## src/rtl/circ_pkg.sv

```systemverilog
// Shared state type and circulant index helpers for circulant_transpose_stream.
// Both helpers wrap modulo n, which must be a power of two.
package circ_pkg;

   typedef enum logic {StFill, StDrain} circ_state_e;

   function automatic int unsigned bank_of(int unsigned row, int unsigned col, int unsigned n);
      return (row + col) & (n - 1);
   endfunction

   function automatic int unsigned addr_of(int unsigned bank, int unsigned col, int unsigned n);
      return (bank + n - col) & (n - 1);
   endfunction

endpackage

```

## src/rtl/circ_bank.sv

```systemverilog
// One circulant storage bank: W-bit x Depth simple dual-port RAM with registered read.
// The read register holds its value while re_i is low.
module circ_bank #(
   parameter int unsigned W     = 8,
   parameter int unsigned Depth = 4
) (
   input  logic                     clk_i,
   input  logic                     we_i,
   input  logic [$clog2(Depth)-1:0] waddr_i,
   input  logic [W-1:0]             wdata_i,
   input  logic                     re_i,
   input  logic [$clog2(Depth)-1:0] raddr_i,
   output logic [W-1:0]             rdata_o
);

   logic [W-1:0] mem_q [Depth];
   logic [W-1:0] rdata_q;

   always_ff @(posedge clk_i) begin
      if (we_i) mem_q[waddr_i] <= wdata_i;
      if (re_i) rdata_q <= mem_q[raddr_i];
   end

   assign rdata_o = rdata_q;

endmodule

```

## src/rtl/circulant_transpose_stream.sv

```systemverilog
// Streaming N x N transpose: rows in, columns out, through N circulant banks.
// Bank read registers form the first output entry; s_* is the skid entry behind it.
module circulant_transpose_stream
   import circ_pkg::*;
#(
   parameter int unsigned N = 4,
   parameter int unsigned W = 8
) (
   input  logic                 clk_i,
   input  logic                 rst_ni,
   input  logic                 in_valid_i,
   output logic                 in_ready_o,
   input  logic [N*W-1:0]       in_row_i,
   output logic                 out_valid_o,
   input  logic                 out_ready_i,
   output logic [N*W-1:0]       out_col_o,
   output logic [$clog2(N)-1:0] out_col_idx_o,
   output logic                 out_last_o
);

   localparam int unsigned   AW      = $clog2(N);
   localparam logic [AW-1:0] LastIdx = AW'(N - 1);

   circ_state_e   state_q;
   logic [AW-1:0] wr_row_q, rd_col_q, p_idx_q, s_idx_q, head_idx;
   logic          rd_done_q, p_vld_q, p_vld_d, s_vld_q, s_vld_d, s_load;
   logic [N*W-1:0] s_col_q, p_col;
   logic          wr_fire, pop, issue, last_pop;
   logic [W-1:0]  bank_wdata [N];
   logic [W-1:0]  bank_rdata [N];
   logic [AW-1:0] bank_raddr [N];

   assign in_ready_o  = (state_q == StFill);
   assign wr_fire     = in_valid_i & in_ready_o;
   assign out_valid_o = p_vld_q | s_vld_q;
   assign pop         = out_valid_o & out_ready_i;
   assign head_idx    = s_vld_q ? s_idx_q : p_idx_q;
   assign last_pop    = pop & (head_idx == LastIdx);
   // A read may only land in the bank registers once their current column has somewhere to go.
   assign issue       = (state_q == StDrain) & ~rd_done_q & (~s_vld_q | pop);

   always_comb begin
      for (int unsigned b = 0; b < N; b++) begin
         bank_wdata[b] = in_row_i[addr_of(b, 32'(wr_row_q), N)*W +: W];
         bank_raddr[b] = AW'(addr_of(b, 32'(rd_col_q), N));
      end
      for (int unsigned r = 0; r < N; r++) begin
         p_col[r*W +: W] = bank_rdata[AW'(bank_of(r, 32'(p_idx_q), N))];
      end
   end

   for (genvar g = 0; g < N; g++) begin : g_bank
      circ_bank #(
         .W     (W),
         .Depth (N)
      ) u_bank (
         .clk_i   (clk_i),
         .we_i    (wr_fire),
         .waddr_i (wr_row_q),
         .wdata_i (bank_wdata[g]),
         .re_i    (issue),
         .raddr_i (bank_raddr[g]),
         .rdata_o (bank_rdata[g])
      );
   end

   always_comb begin
      p_vld_d = p_vld_q;
      s_vld_d = s_vld_q;
      s_load  = 1'b0;
      if (s_vld_q) begin
         if (pop) begin
            s_vld_d = p_vld_q;
            s_load  = p_vld_q;
            p_vld_d = issue;
         end
      end else begin
         if (p_vld_q && !pop && issue) begin
            s_vld_d = 1'b1;
            s_load  = 1'b1;
         end
         if (issue) p_vld_d = 1'b1;
         else if (pop) p_vld_d = 1'b0;
      end
   end

   always_ff @(posedge clk_i or negedge rst_ni) begin
      if (!rst_ni) begin
         state_q   <= StFill;
         wr_row_q  <= '0;
         rd_col_q  <= '0;
         rd_done_q <= 1'b0;
      end else begin
         unique case (state_q)
            StFill: begin
               if (wr_fire) begin
                  wr_row_q <= wr_row_q + AW'(1);
                  if (wr_row_q == LastIdx) state_q <= StDrain;
               end
            end
            StDrain: begin
               if (issue) begin
                  rd_col_q <= rd_col_q + AW'(1);
                  if (rd_col_q == LastIdx) rd_done_q <= 1'b1;
               end
               if (last_pop) begin
                  state_q   <= StFill;
                  rd_done_q <= 1'b0;
               end
            end
            default: state_q <= StFill;
         endcase
      end
   end

   always_ff @(posedge clk_i or negedge rst_ni) begin
      if (!rst_ni) begin
         p_vld_q <= 1'b0;
         s_vld_q <= 1'b0;
         p_idx_q <= '0;
         s_idx_q <= '0;
         s_col_q <= '0;
      end else begin
         p_vld_q <= p_vld_d;
         s_vld_q <= s_vld_d;
         if (issue) p_idx_q <= rd_col_q;
         if (s_load) begin
            s_col_q <= p_col;
            s_idx_q <= p_idx_q;
         end
      end
   end

   assign out_col_o     = s_vld_q ? s_col_q : (p_vld_q ? p_col : '0);
   assign out_col_idx_o = out_valid_o ? head_idx : '0;
   assign out_last_o    = out_valid_o & (head_idx == LastIdx);

endmodule

```

## config.mk

```make
export PLATFORM = sky130hd
export DESIGN_NAME = circulant_transpose_stream
export DESIGN_NICKNAME = d
export VERILOG_FILES = /design/src/rtl/circ_pkg.sv /design/src/rtl/circ_bank.sv /design/src/rtl/circulant_transpose_stream.sv
export SDC_FILE = /design/constraint.sdc
export NUM_CORES = 1
export LEC_CHECK = 0
export ABC_AREA = 0
export BUFFER_PORTS_ARGS = -buffer_cell sky130_fd_sc_hd__buf_2
export CAP_MARGIN = 20
export CORE_AREA = 2 2 140 142
export DETAILED_ROUTE_END_ITERATION = 8
export DIE_AREA = 0 0 142 144
export GPL_ROUTABILITY_DRIVEN = 0
export GPL_TIMING_DRIVEN = 1
export PLACE_DENSITY_LB_ADDON = 0.05
export SYNTH_ARGS = -nofsm -noshare
export SYNTH_HDL_FRONTEND = slang
export SYNTH_SLANG_ARGS = --single-unit
```

## constraint.sdc

```tcl
create_clock -name clk_i -period 7.7 [get_ports clk_i]
set_input_delay 1.155 -clock clk_i [delete_from_list [all_inputs] [get_ports clk_i]]
set_output_delay 1.155 -clock clk_i [all_outputs]
set_load 0.02 [all_outputs]
```

==> metrics.yaml <==
yosys_warnings: 0
grt_pass1_wl_um: 25800
syn-num-nets: 584
grt_setup_unrepaired: "no"
synth_top_area_share_pct: 51.9
dp_hpwl_um: 10400
coreArea_mm2: 0.0191
ant_nets: 0
dieArea_mm2: 0.0204
dp_slack_ns: 4.53
hold_buffers: 0
final_core_util_pct: 55.3
viasPerCell: 5.51
multi_input_area_mm2: 0.00305
ctsLongestPathBuffers: 3
hold_depth: 2
initial_utilization_pct: 48.6
vias: 4769
slew_headroom_pct: 35.4
seqCellArea_mm2: 0.00591
path_clk_slew_ns: 0.06
rr_worst_depth: 3
cts_sinks: 204
min_to: "s_col_q[17]$_DFFE_PN0P_"
synth-edff-count: 160
setup_viol: 0
post_cts_buffers: 0
finalSetupTns_ns: 0
fill_cells: 1505
htree_levels: 1
n_antenna_cell: 0
powerDensity_mw_per_mm2: 398
grt.total_usage_pct: 16.3
slew_violations: 0
synth.cell_area_mm2: 0.00926
r2r_slack_ns: 4.96
ys_async_sr_fraction_pct: 21.6
cts_root_buf: "clkbuf_16"
cts_buffers: 22
finalHoldViolations: 0
fmax_ghz: 0.275
routed_wl_um: 16000
cp-end-kind: "output pin"
syn-instance-count: 543
overflow: 0
firstDrtPassIters: 4
crit_fanout: 44
route.met3.wl_um: 685
yosysSeqAreaShare_pct: 63.7
drc: 0
max_stage_delay_ns: 0.81
grt_pass1_vias: 4816
worst_slack_ns: 4.06
r2r-start: "wr_row_q[0]$_DFFE_PN0P_"
drt_iter0_markers: 209
holdCritStartpoint: "s_col_q[17]$_DFFE_PN0P_"
top_layer: "met4"
wl_met2_um: 6990
path_cells: "buf_4 > nand2b_1 > o21ai_0 > buf_2"
max_cap_violations: 0
die_h_um: 144
grt_max_degree: 45
p_total_mw: 4.20
post_cts_resized: 0
synth_cell_types: 29
critPathLaunchType: "register"
area_growth_pct: 14.0
crit_arrival_ns: 2.48
holdWs_ns: 0.519
p_leak_nw: 3.86
timing.rr.end: "g_bank[2].u_bank.mem_q[3][5]$_DFFE_PP_"
cts_tree: "done"
synth-main-ff-cell: "edfxtp_1"
yosysTopAreaCell: "edfxtp_1"
wl_per_cell_um: 18.4
fin_nets: 652
row_count: 51
status: "finished, final reports clean"
ys_seq_elements: 204
fin_skew_ns: 0.00891
antenna_found_initial: 0
avgSynthCellArea_um2: 17.1
fin_crit_sh_pct: 47.3
hp-class: "reg2reg"
crit_required_ns: 6.55
wl_met1_um: 8060
io_buffers: 72
die_w_um: 142
tightestPinTransition_ns: 0.968
clock_latency_ns: 0.49
netlist_top_cells_area: "edfxtp_1 52%, mux4_2 16%, dfrtp_1 12%"
ios: 73
slowest_stage: "nand2b_1"
crit_type: "reg2out"
layout-drive-gt1-share_pct: 34.8
fin_crit_ns: 3.64
ir_drop_mv: 0.282
## cell type report
class / instances / share of cell area (%)
inverter: 37 / 1.32
sequential: 204 / 56.0
clock inverter: 13 / 1.18
clock buffer: 27 / 5.59
multi-input combinational: 267 / 28.9
timing repair buffer: 79 / 4.22
tap: 238 / 2.82
## Yosys cell counts, drive strengths merged, types with 2 or more instances
cell and number:
and2 4, mux2i 64, mux2 37, buf 22
ha 5, inv 37, o21ai 37, dfrtp 44
edfxtp 160, mux4 64, nand2b 2, nand2 40
clkbuf 13, xnor2 2, a21oi 2
## worst max-delay path, delay by kind of cell, from the launching register on
kind                   cells  cell delay [ns]
AND/OR/NAND/NOR            1             0.81
buffers and inverters      2             0.59
flip-flops                 1             0.32
AO/OA/AOI/OAI              1             0.27
## registers in the layout, indices dropped and copies added (netlist names), 2 cells and up
register / flops
g_bank.u_bank.mem_q: 128
g_bank.u_bank.rdata_o: 32
s_col_q: 32
p_idx_q: 2
rd_col_q: 2
s_idx_q: 2
wr_row_q: 2
## cell families (layout without fill, tap and decap cells)
group	Yosys count	after routing	synth area share (%)
xor gates and xnor gates	2	2	0.189
buffers and inverters	72	156	3.34
muxes	165	165	27.0
adders and majority gates	5	5	0.675
AOI/OAI and AO/OA	42	42	2.46
DFF	204	204	63.7
and+or+nand+nor	53	53	2.62
## routing by layer
layer | up-vias | track usage [%]
met5 | - | 0
met4 | 0 | 3.79
met3 | 21 | 2.65
met2 | 114 | 24.8
met1 | 2402 | 24.9
li1 | 2232 | -
## report_power, final
part | total, mW | internal (mW) | switching (mW) | leakage, nW
Clock | 1.02 | 0.614 | 0.402 | 0.343
Sequential | 1.85 | 1.64 | 0.211 | 1.95
Combinational | 1.34 | 0.658 | 0.681 | 1.57
Total | 4.20 | 2.91 | 1.29 | 3.86
## layout by cell type (no fill, tap or decap), drive strengths merged, types with 2 or more instances in the layout
| cell | n |
|---|---|
| edfxtp | 160 |
| buf | 79 |
| mux4 | 64 |
| mux2i | 64 |
| dfrtp | 44 |
| nand2 | 40 |
| o21ai | 37 |
| inv | 37 |
| mux2 | 37 |
| clkbuf | 27 |
| clkinv | 9 |
| ha | 5 |
| and2 | 4 |
| nand2b | 2 |
| xnor2 | 2 |
| clkinvlp | 2 |
| bufinv | 2 |
| a21oi | 2 |
## through the flow
stage / cells / area, um^2
floorplan: 543 / 9260
global placement: 823 / 9800
detailed placement: 823 / 9800
CTS: 863 / 10500
global route: 865 / 10600
finish: 865 / 10600
## worst max-delay path by stage
stage	startpoint	endpoint	slack, ns	cells after the start
after detailed placement	s_vld_q$_DFF_PN0_	out_col_o[4]	4.53	4
after global placement	s_vld_q$_DFF_PN0_	out_col_o[9]	4.64	4
after global routing	s_vld_q$_DFF_PN0_	out_col_o[26]	3.81	4
after floorplan	p_idx_q[1]$_DFFE_PN0P_	out_col_o[27]	4.97	5
after CTS	s_vld_q$_DFF_PN0_	out_col_o[4]	4.02	4
final	s_vld_q$_DFF_PN0_	out_col_o[8]	4.06	4
(Power assumes the default switching activity.)
